$ cat src/rtl/shifter_pkg.sv
// Shared types and constants for the sequential shifter.
package shifter_pkg;

  typedef enum logic [1:0] {
    IDLE  = 2'd0,
    SHIFT = 2'd1,
    DONE  = 2'd2
  } state_e;

  localparam logic DIR_LEFT  = 1'b1;
  localparam logic DIR_RIGHT = 1'b0;

endpackage

$ cat src/rtl/shift_step.sv
// One combinational shift step of 0..STEP bits with a selectable fill bit.
module shift_step
  import shifter_pkg::*;
#(
  parameter  int BUS  = 32,
  parameter  int STEP = 4,
  localparam int SW   = $clog2(STEP + 1)
) (
  input  logic [BUS-1:0] operand_i,
  input  logic [SW-1:0]  amt_i,
  input  logic           dirc_i,
  input  logic           fill_i,
  output logic [BUS-1:0] result_o
);

  // Left shifts always zero-fill; right shifts OR in a mask of fill bits
  // covering the vacated MSB positions.
  always_comb begin
    result_o = '0;
    if (dirc_i == DIR_LEFT)
      result_o = operand_i << amt_i;
    else
      result_o = (operand_i >> amt_i) | (fill_i ? ~({BUS{1'b1}} >> amt_i) : '0);
  end

endmodule

$ cat src/rtl/seq_shifter.sv
// Multi-cycle variable-amount shifter with valid/ready handshakes on both
// sides. Shifts at most STEP bits per clock; the result is registered.
module seq_shifter
  import shifter_pkg::*;
#(
  parameter  int BUS   = 32,
  parameter  int STEP  = 4,
  localparam int AMT_W = $clog2(BUS)
) (
  input  logic             clk,
  input  logic             rst,
  input  logic             in_valid,
  output logic             in_ready,
  input  logic [BUS-1:0]   data_in,
  input  logic [AMT_W-1:0] shamt,
  input  logic             dirc,
  input  logic             arith,
  output logic             out_valid,
  input  logic             out_ready,
  output logic [BUS-1:0]   data_out,
  output logic             busy
);

  localparam int SW = $clog2(STEP + 1);

  state_e           state_q, state_d;
  logic [BUS-1:0]   work_q, work_d;
  logic [AMT_W-1:0] rem_q, rem_d;
  logic             dir_q, dir_d;
  logic             fill_q, fill_d;

  logic             accept;
  logic [AMT_W-1:0] amt_sat;
  logic [SW-1:0]    k;
  logic [BUS-1:0]   step_res;

  assign accept   = in_valid & in_ready;
  assign data_out = work_q;

  // Clamp out-of-range amounts (only reachable when BUS is not a power of 2).
  always_comb begin
    amt_sat = shamt;
    if (int'(shamt) > BUS - 1) amt_sat = AMT_W'(BUS - 1);
  end

  // Bits to shift this cycle: min(STEP, remaining).
  always_comb begin
    k = SW'(rem_q);
    if (int'(rem_q) >= STEP) k = SW'(STEP);
  end

  shift_step #(.BUS(BUS), .STEP(STEP)) u_step (
    .operand_i (work_q),
    .amt_i     (k),
    .dirc_i    (dir_q),
    .fill_i    (fill_q),
    .result_o  (step_res)
  );

  // State register.
  always_ff @(posedge clk or posedge rst) begin
    if (rst) state_q <= IDLE;
    else     state_q <= state_d;
  end

  // Next-state logic; an accept in DONE follows the same rule as in IDLE.
  always_comb begin
    state_d = state_q;
    unique case (state_q)
      IDLE:  if (accept) state_d = (amt_sat == '0) ? DONE : SHIFT;
      SHIFT: if (int'(rem_q) <= STEP) state_d = DONE;
      DONE: begin
        if (out_ready) begin
          if (accept) state_d = (amt_sat == '0) ? DONE : SHIFT;
          else        state_d = IDLE;
        end
      end
      default: state_d = IDLE;
    endcase
  end

  // Handshake and status outputs; in_ready is held low during reset.
  always_comb begin
    in_ready  = 1'b0;
    out_valid = 1'b0;
    busy      = 1'b0;
    unique case (state_q)
      IDLE:  in_ready = ~rst;
      SHIFT: busy = 1'b1;
      DONE: begin
        in_ready  = ~rst & out_ready;
        out_valid = 1'b1;
        busy      = 1'b1;
      end
      default: ;
    endcase
  end

  // Datapath next state: load on accept, otherwise step while shifting.
  always_comb begin
    work_d = work_q;
    rem_d  = rem_q;
    dir_d  = dir_q;
    fill_d = fill_q;
    if (accept) begin
      work_d = data_in;
      rem_d  = amt_sat;
      dir_d  = dirc;
      // Sign fill is decided once from the original operand MSB.
      fill_d = arith & data_in[BUS-1];
    end else if (state_q == SHIFT) begin
      work_d = step_res;
      rem_d  = rem_q - AMT_W'(k);
    end
  end

  // Datapath registers; reset discards any operation in flight.
  always_ff @(posedge clk or posedge rst) begin
    if (rst) begin
      work_q <= '0;
      rem_q  <= '0;
      dir_q  <= DIR_RIGHT;
      fill_q <= 1'b0;
    end else begin
      work_q <= work_d;
      rem_q  <= rem_d;
      dir_q  <= dir_d;
      fill_q <= fill_d;
    end
  end

endmodule
$ cat config.mk
export PLATFORM = sky130hd
export DESIGN_NAME = seq_shifter
export DESIGN_NICKNAME = d
export VERILOG_FILES = /design/src/rtl/shifter_pkg.sv /design/src/rtl/shift_step.sv /design/src/rtl/seq_shifter.sv
export SDC_FILE = /design/constraint.sdc
export NUM_CORES = 1
export LEC_CHECK = 0
export ABC_AREA = 1
export BUFFER_PORTS_ARGS = -buffer_cell sky130_fd_sc_hd__buf_2
export CAP_MARGIN = 20
export CELL_PAD_IN_SITES_DETAIL_PLACEMENT = 0
export CELL_PAD_IN_SITES_GLOBAL_PLACEMENT = 2
export CORE_AREA = 2 2 127 129
export DETAILED_ROUTE_END_ITERATION = 7
export DIE_AREA = 0 0 129 131
export GPL_TIMING_DRIVEN = 0
export PLACE_DENSITY = 0.81
export SYNTH_ARGS = -nofsm -noshare
export SYNTH_HDL_FRONTEND = slang
export SYNTH_SLANG_ARGS = --single-unit
export TNS_END_PERCENT = 20
$ cat constraint.sdc
create_clock -name clk -period 2 [get_ports clk]
set_input_delay 0.1 -clock clk [delete_from_list [all_inputs] [get_ports clk]]
set_output_delay 0.1 -clock clk [all_outputs]
set_load 0.01 [all_outputs]
# After elaboration in Yosys (flattened, before gate mapping)

Index checks and enable logic that the tools add are counted.
W data, S select, Z words.

Add/subtract/negate cells: 1
$mul: 0
Div/mod/pow operators: 0
Order comparisons: 2
Equal/unequal tests: 5
Shifts and indexed selects: 3
Mux-type cells: 16
Bitwise operators: 6
Reduce and logical (&&, ||, !) cells: 5

Operators by type and width:

| cell                    | number |
|---|---|
| $mux W32                | 4 |
| $not A32 Y32            | 1 |
| $or A32 B32 Y32         | 1 |
| $shl A32 B3 Y32         | 1 |
| $shr A32 B3 Y32         | 1 |
| $shr A32 B3 Y32 const A | 1 |
| $mux W2                 | 5 |
| $mux W5                 | 2 |
| $ne A2 B2 Y1 const B    | 3 |
| $pmux W2 S3             | 1 |
| $ge A5 B3 Y1 const B    | 1 |
| $le A5 B3 Y1 const B    | 1 |
| $logic_not A5 Y1        | 1 |
| $sub A5 B3 Y5           | 1 |
| $and A1 B1 Y1           | 3 |
| $mux W3                 | 1 |
| $reduce_and A3 Y1       | 1 |
| $eq A2 B1 Y1 const B    | 1 |
| $eq A2 B2 Y1 const B    | 1 |
| $logic_not A2 Y1        | 1 |
| $mux W1                 | 2 |
| $pmux W1 S2             | 1 |
| $reduce_bool A2 Y1      | 1 |
| $reduce_or A2 Y1        | 1 |
| $not A1 Y1              | 1 |

Register bits after elaboration: 41
Bits in latches: 0
RAM bits: 0
ROM bits: 0
Input port bits: 43
Logic and storage cells: 43
Memories: 0

# Logic depth before layout (Yosys ltp)

Gate-level depths: netlist of run 1.

Word-level depth: 9
Mapped depth: 13

# Hierarchy

From an unflattened synthesis of run 1, not the netlist that was laid out.

Cells, all modules: 801
Area, all modules: 4589.4 um^2

By module, submodules not included:

| module      | instances | cells an instance | area an instance (um^2) | seq. area each (um^2) |
|---|---|---|---|---|
| shift_step  | 1         | 526               | 2297.2                  | 0.0 |
| seq_shifter | 1         | 275               | 2292.2                  | 1026.0 |

# Least setup slack after synthesis of run 1

OpenSTA, ideal clock, no wires.

Path kind: input to register
Start point: in rst
End point: reg work_q[25] (netlist: data_out[25])
Setup time: 0.117 ns
Arrival: 2.035 ns
Data required time: 1.883 ns
Path slack: -0.152 ns
Stages on the path: 9
Path through: inv_1 nand3_2 buf_2 nand2_4 buf_2 nand2_1 nand3b_1 nor2_1 nor2_1

Cells in the longest elaborated chain, start to end: 5
Elaborated cells between the ends (all ways): 6
Those cells by class: 2 x mux; 3 x bitwise; 1 x reduce/logical

RTL lines:

| what                                                  | RTL line                             | source |
|---|---|---|
| start: declaration                                    | seq_shifter.sv:11                    | `input logic rst,` |
| $not A1 Y1 *                                          | seq_shifter.sv:88, seq_shifter.sv:91 |  |
| $and A1 B1 Y1                                         | seq_shifter.sv:91                    | `in_ready = ~rst & out_ready;` |
| $pmux W1 S2 *                                         | seq_shifter.sv:87                    | `unique case (state_q)` |
| $and A1 B1 Y1 *                                       | seq_shifter.sv:37                    | `assign accept = in_valid & in_ready;` |
| $mux W32 / $reduce_bool A2 Y1 (equally long branches) | --                                   |  |
| end signal: assignment                                | seq_shifter.sv:125                   | `work_q <= work_d;` |
| end: declaration                                      | seq_shifter.sv:27                    | `logic [BUS-1:0] work_q, work_d;` |

Every way passes the cells marked *; elsewhere a longest branch is shown, timed or not.
A chain may end at the register's enable or synchronous reset.

# Final worst setup path of run 1

Start point: reg state_q[1]
End point: reg work_q[22] (netlist: data_out[22])

Cells in the longest elaborated chain, start to end: 4
Elaborated cells between the ends (all ways): 7
Those cells by class: 2 x eq/ne; 2 x mux; 1 x bitwise; 2 x reduce/logical

RTL lines:

| what                                                    | RTL line          | source |
|---|---|---|
| start: declaration                                      | seq_shifter.sv:26 | `state_e state_q, state_d;` |
| start signal: assignment                                | seq_shifter.sv:63 | `else state_q <= state_d;` |
| $eq A2 B2 Y1 / $logic_not A2 Y1 (equally long branches) | seq_shifter.sv:87 |  |
| $pmux W1 S2                                             | seq_shifter.sv:87 |  |
| $and A1 B1 Y1                                           | seq_shifter.sv:37 |  |
| $mux W32 / $reduce_bool A2 Y1 (equally long branches)   | --                |  |

Several ways; a longest one is shown, not always the timed one.

==> results of run 1 <==
==> power by group <==
group	leakage (nW)	total [mW]	switching, mW	internal (mW)
clock	0.0831	1.02	0.400	0.625
sequential	0.472	1.94	0.666	1.27
combinational	2.54	7.63	4.82	2.81
total	3.10	10.6	5.89	4.70
==> cells in the final DEF (no fill, tap or decap), types with 17 or more instances in the layout <==
| master | n |
|---|---|
| nand3_2 | 21 |
| inv_1 | 50 |
| nand2_1 | 299 |
| nor2_1 | 86 |
| nand4_1 | 28 |
| nand3_1 | 119 |
| o21ai_0 | 17 |
| dfrtp_1 | 41 |
| buf_4 | 28 |
| a21oi_1 | 35 |
| buf_2 | 89 |
==> cells by family (layout without fill, tap and decap cells) <==
logic type	count (synthesis)	after routing	share of synthesized area [%]
AOI/OAI and AO/OA	60	60	6.83
buffers and inverters	105	218	11.5
DFF	41	41	22.4
other	1	1	0.0818
and+or+nand+nor	578	579	57.6
xor gates and xnor gates	1	1	0.191
adders and majority gates	5	5	1.37
==> cell type report <==
| type | count | area [um^2] |
|---|---|---|
| buffer | 46 | 407 |
| clock buffer | 6 | 139 |
| clock inverter | 2 | 37.5 |
| fill | 1852 | 9670 |
| inverter | 59 | 236 |
| multi-input combinational | 646 | 3150 |
| sequential | 41 | 1030 |
| tap | 216 | 270 |
| timing repair buffer | 104 | 664 |
| timing repair inverter | 1 | 5.00 |
==> timing repair <==
item                       in CTS  in global routing
gates resized for setup        25                 43
hold endpoints to repair       21                  7
gates cloned                    1                  2
buffers inserted                5                 16
pin swaps                       1                  8
setup endpoints to repair      40                 38
hold buffers                    2                  1
==> path summary, 6_finish.rpt <==
path / to / slack (ps) / cells past startpoint
worst max-delay path: data_out[22] / 40 / 13
worst min-delay path: fill_q / 30 / 3
worst max register to register: data_out[22] / 40 / 13
worst min register to register: data_out[3] / 600 / 2
max in group asynchronous: data_out[29] / 380 / 5
min in group asynchronous: data_out[12] / 440 / 3
==> worst max-delay path: cells and delay by family (launching register included) <==
family                     cells  cell delay (ps)
and+or+nand+nor                8              750
DFF                            1              420
buffers and inverters          3              410
adders and majority gates      1              160
AOI/OAI and AO/OA              1              140
==> sequential cells by signal (all words and copies together) (netlist names) <==
signal    cells
fill_q        1
state_q       2
dir_q         1
rem_q         5
data_out     32
==> layer usage <==
| layer | up-vias | wire length (um) |
|---|---|---|
| met5 | - | 0 |
| met2 | 189 | 9580 |
| met3 | 28 | 1130 |
| met4 | 0 | 523 |
| li1 | 2816 | - |
| met1 | 2698 | 9500 |
==> impl_metrics.csv, run 1 <==
group,metric,value,unit
drt,antenna_left,0,
timing,finalHoldViolations,0,
timing,fin_crit_sh,97.9,%
synth,ys_top_cells_by_count,"302 x nand2_1, 124 x nand3_1, 86 x nor2_1",
floorplan,start_util,29.4,%
cts,cts_buffers,5,
layout,final_nets,952,
drt,drt-wirelength-per-cell,18.5,um
timing,slew_headroom,55.6,%
place,routabilityCongestion,0.871,
worst_setup_path,worstSetupEndpointType,"flip-flop",
worst_setup_path,crit_chain,"buf_6 > ha_4 > nand2_4 > nand2_2 > nand3_4 > nand2_8 > nor2_4 > buf_8 > buf_6 > nand3_2 > nand2_1 > nor2_1 > a21oi_1",
global_routing,grt_start_max_net_pins,22,
worst_setup_path,startpoint,"state_q[1]",
worst_setup_path,crit_fanout,6,
synth,netlist_top_cells_area,"nand2_1 25%, dfrtp_1 22%, nand3_1 14%",
layout,utilization,38.0,%
cts,cts_tree,"yes",
floorplan,core_area,0.0156,mm^2
synth,synth-seq-cells,41,
worst_setup_path,r2r-start,"state_q[1]",
cts,clock_sinks,41,
worst_setup_path,crit_type,"flip-flop to flip-flop",
place,dp_slack,-1110,ps
cts,clock_path_buffers,2,
worst_setup_path,critPathRequiredTime,2220,ps
power,total_power,10.6,mW
drt,drc,0,
floorplan,die_h,131,um
floorplan,die_w,129,um
timing,timing.hold.ws,32.2,ps
power,leakage,3.10,nW
global_routing,grt_pass1_vias,5447,
hold_path,hold_path_class,"input port to flip-flop",
synth,synth_fp_nets,839,
place,dp_cells,1084,
worst_setup_path,cpPeakStageDelay,420,ps
floorplan,die_area,0.0169,mm^2
synth,synth_ff_type,"dfrtp_1",
cts,cts_root_buf,"clkbuf_16",
timing,tns,0,ps
floorplan,row_count,46,
layout,area_growth,29.4,%
timing,fin_skew,10.2,ps
drt,dr.pass1.iters,5,
synth,synth_cells,791,
synth,async_flop_share,100,%
layout,drive_above_1_share,23.0,%
synth,avgSynthCellArea,5.79,um^2
global_routing,use_met1,33.0,%
drt,viasPerCell,5.11,
timing,period_minus_slack,1960,ps
global_routing,grt-busiest-layer,"met2",
timing,setup_ws,42.9,ps
timing,setup_viol,0,
run_status,status,"completed",
place,io_buffers,77,
cts,clock_latency,310,ps
global_routing,grt_pass1_wl,31.2,mm
worst_setup_path,crit_slowest_cell,"dfrtp_1",
worst_setup_path,cp_common_cell,"buf_6",
flow_run,max_cap_violations,0,
layout,design_area,0.00593,mm^2
timing,max_freq,0.511,GHz
synth,synth_largest_area_cell,"nand2_1",
synth,netlist_area,0.00458,mm^2
synth,ys_seq_area_share,22.4,%
floorplan,io-pin-count,78,
timing,worstMarginPinSlew,664,ps
drt,finalWirelength,20.7,mm
global_routing,grt_overflow,0,
place,dpl-instance-area,0.00524,mm^2
drt,drtIter0Drc,467,
power,power_density,1790,mW/mm^2
global_routing,use_met3,4.03,%
cts,cts_htree_levels,2,
cts,clk_transition_reported_paths,70,ps
hold_path,min-delay-start,"arith",
layout,diodes,0,
synth,yosysUniqueCellTypes,35,
synth,synth-edff-count,0,
global_routing,grt.total_usage,24.6,%
global_routing,grt_antenna_before_repair,0,
synth,ys.warnings.count,0,
global_routing,met2_usage,40.8,%
synth,synth.top_cell.area_share,24.7,%
synth,synth_most_common_cell,"nand2_1",
power,ir_drop,0.538,mV
timing,drv_slew,0,
drt,via_count,5731,
worst_setup_path,cp-start-kind,"flip-flop",
place,hpwl,14.8,mm
layout,instances_no_fill,1121,
worst_setup_path,arrival,2180,ps
Note: power is estimated with default switching activity, not from simulation.
==> run 2, diff against run 1 <==
ABC_AREA = unset   (was 1)
CORE_AREA = 2 2 120 122   (was 2 2 127 129)
DIE_AREA = 0 0 122 124   (was 0 0 129 131)
PLACE_DENSITY = 0.8   (was 0.81)
REMOVE_ABC_BUFFERS = 1   (was unset)
==> impl_metrics.csv, run 2 <==
group,metric,value,unit
synth,synth-edff-count,0,
global_routing,grt_antenna_before_repair,0,
synth,yosysUniqueCellTypes,67,
floorplan,die_h,124,um
global_routing,grt_start_max_net_pins,41,
synth,synth_most_common_cell,"nor2_1",
drt,finalWirelength,18.4,mm
cts,cts_root_buf,"clkbuf_16",
synth,ys_seq_area_share,22.2,%
power,p_switching,5.92,mW
power,internal_power,6.00,mW
layout,final_nets,701,
synth,yosys.area_share.xor_xnor,0,%
drt,antenna_left,0,
timing,finalHoldViolations,0,
power,leakage,2.42,nW
worst_setup_path,critPathRequiredTime,2180,ps
worst_setup_path,worstSetupEndpointType,"flip-flop",
worst_setup_path,crit_chain,"buf_6 > or4b_4 > mux2i_2 > a211oi_1 > o32a_1",
global_routing,grt_pass1_vias,4888,
cts,clock_sinks,41,
floorplan,die_area,0.0151,mm^2
cts,cts_buffers,5,
worst_setup_path,r2r-start,"rem_q[2]",
global_routing,grt.total_usage,24.1,%
worst_setup_path,crit_slowest_cell,"or4b_4",
synth,synth.top_cell.area_share,22.2,%
cts,clock_path_buffers,2,
cts,clk_transition_reported_paths,70,ps
worst_setup_path,cpPeakStageDelay,630,ps
timing,fin_crit_sh,104,%
synth,netlist_top_cells_area,"dfrtp_1 22%, mux4_2 12%, mux2i_1 7.8%",
cts,cts_tree,"yes",
synth,avgSynthCellArea,8.14,um^2
synth,synth-seq-cells,41,
worst_setup_path,crit_family,"simple AND/OR/NAND/NOR gates",
hold_path,min-delay-start,"shamt[2]",
synth,synthAdderAreaFrac,1.35,%
synth,synthMuxAreaShare,24.9,%
worst_setup_path,crit_type,"flip-flop to flip-flop",
place,hpwl,11.1,mm
cts,cts_htree_levels,2,
layout,largest_reg_flops,32,
drt,via_count,5141,
layout,utilization,45.2,%
floorplan,start_util,33.8,%
synth,synth-compound-area-share,24.8,%
synth,async_flop_share,100,%
run_status,violations,"negative setup slack",
power,p_sw_share,49.7,%
power,ir_drop,1.14,mV
drt,drt-wirelength-per-cell,22.1,um
worst_setup_path,worst-path-buf-inv,1,
drt,dr.pass1.iters,6,
synth,synth_cells,569,
synth,netlist_area,0.00463,mm^2
floorplan,row_count,43,
floorplan,core_area,0.0137,mm^2
synth,ys.warnings.count,0,
worst_setup_path,cp-start-kind,"flip-flop",
flow_run,max_cap_violations,0,
synth,synth-simple-area-share,18.9,%
worst_setup_path,arrival,2260,ps
power,p_clk_share,8.2,%
place,routabilityCongestion,0.848,
layout,instances_no_fill,834,
power,seqPwrFrac,21.4,%
run_status,status,"finished, violations left",
drt,drtIter0Drc,537,
cts,clock_latency,300,ps
synth,ys_top_cells_by_count,"68 x nor2_1, 60 x nand2_1, 53 x a21oi_1",
floorplan,die_w,122,um
drt,viasPerCell,6.16,
layout,layout_common_cells,"77 x buf_2, 63 x nor2_1, 57 x nand2_1, 48 x a21oi_1, 45 x buf_4",
place,dp_cells,766,
timing,setup_viol,6,
layout,area_growth,33.8,%
drt,drc,0,
layout,drive_above_1_share,37.9,%
timing,period_minus_slack,2080,ps
power,power_density,1920,mW/mm^2
hold_path,hold_path_class,"input port to flip-flop",
synth,synth_largest_area_cell,"dfrtp_1",
synth,synth_ff_type,"dfrtp_1",
global_routing,grt_pass1_wl,28.3,mm
power,pwr-share-comb,70.4,%
layout,final_common_cell,"buf_2",
timing,max_freq,0.481,GHz
place,io_buffers,77,
timing,setup_ws,-77.2,ps
layout,diodes,0,
timing,drv_slew,0,
floorplan,io-pin-count,78,
timing,fin_skew,5.16,ps
timing,rsz0062_at_grt,"yes",
global_routing,grt_overflow,0,
worst_setup_path,startpoint,"rem_q[2]",
synth,synth_top_family_by_area,"multiplexers",
worst_setup_path,crit_fanout,6,
## run 2: metrics by stage
step | hold WS, ps | TNS, ps | worst slack [ps] | power (mW) | instance area [um^2]
4_1_cts | 11.4 | -138 | -77.7 | 11.0 | 5750
6_report | 10.9 | -256 | -77.2 | 11.9 | 6190
3_3_place_gp | 305 | -84210 | -2740 | 8.83 | 4910
2_1_floorplan | 214 | -41890 | -1700 | 6.82 | 4300
3_5_place_dp | 148 | -29230 | -1120 | 9.26 | 5190
5_1_grt | 35.3 | -711 | -97.0 | 12.7 | 6190
## run 2: cell type report
type                    instances  area, um^2
fillers                      1349        7520
well taps                     180         225
flip-flops and latches         41        1040
repair buffers                148        1210
multi-input cells             447        3500
clock inverters                 2        35.0
inverters                       9        41.3
clock buffers                   6         129
repair inverters                1        7.51
## run 2: final timing paths
path	to	slack, ps	cells after the start
max	data_out[13]	-80	5
min	rem_q[2]	10	3
max reg2reg	data_out[13]	-80	5
min reg2reg	fill_q	590	2
max in group asynchronous	dir_q	1120	4
min in group asynchronous	data_out[25]	370	3
## run 2: worst min-delay path, cell delays in order
cell and delay [ps]:
buf_2 80, nand2_1 40, o21ai_0 50
## run 2: metal layers
layer / up-vias / share of wire, % / routed length, um / GRT usage (%)
met3: 43 / 8.5 / 1570 / 4.58
met5: - / 0 / 0 / 0
met4: 0 / 2.6 / 486 / 7.47
li1: 2310 / - / - / -
met2: 270 / 46 / 8450 / 38.0
met1: 2518 / 43 / 7920 / 33.6
## run 2: repair_timing
| action | in CTS | in global routing |
|---|---|---|
| gates cloned | 1 | 2 |
| endpoints found under the setup margin | 37 | 34 |
| resized for setup | 29 | 44 |
| hold buffers | 2 | 0 |
| buffers inserted | 27 | 28 |
| hold endpoints to repair | 17 | 0 |
| pin swaps | 5 | 14 |
## run 2: cell families (layout without fill, tap and decap cells)
kind of cell | Yosys count | in the layout
flip-flops | 41 | 41
other | 1 | 1
AO/OA/AOI/OAI | 179 | 179
buffers and inverters | 81 | 166
adder cells (fa/ha/maj) | 5 | 5
AND/OR/NAND/NOR | 186 | 186
multiplexers | 76 | 76
## run 2: power by group through the flow
stage	clock network, mW	registers (mW)	logic (mW)
3_3_place_gp	0	2.96	5.87
4_1_cts	0.996	2.50	7.46
6_report	0.980	2.55	8.39
2_1_floorplan	0	2.53	4.29
3_5_place_dp	0	2.82	6.43
5_1_grt	1.03	2.65	9.07
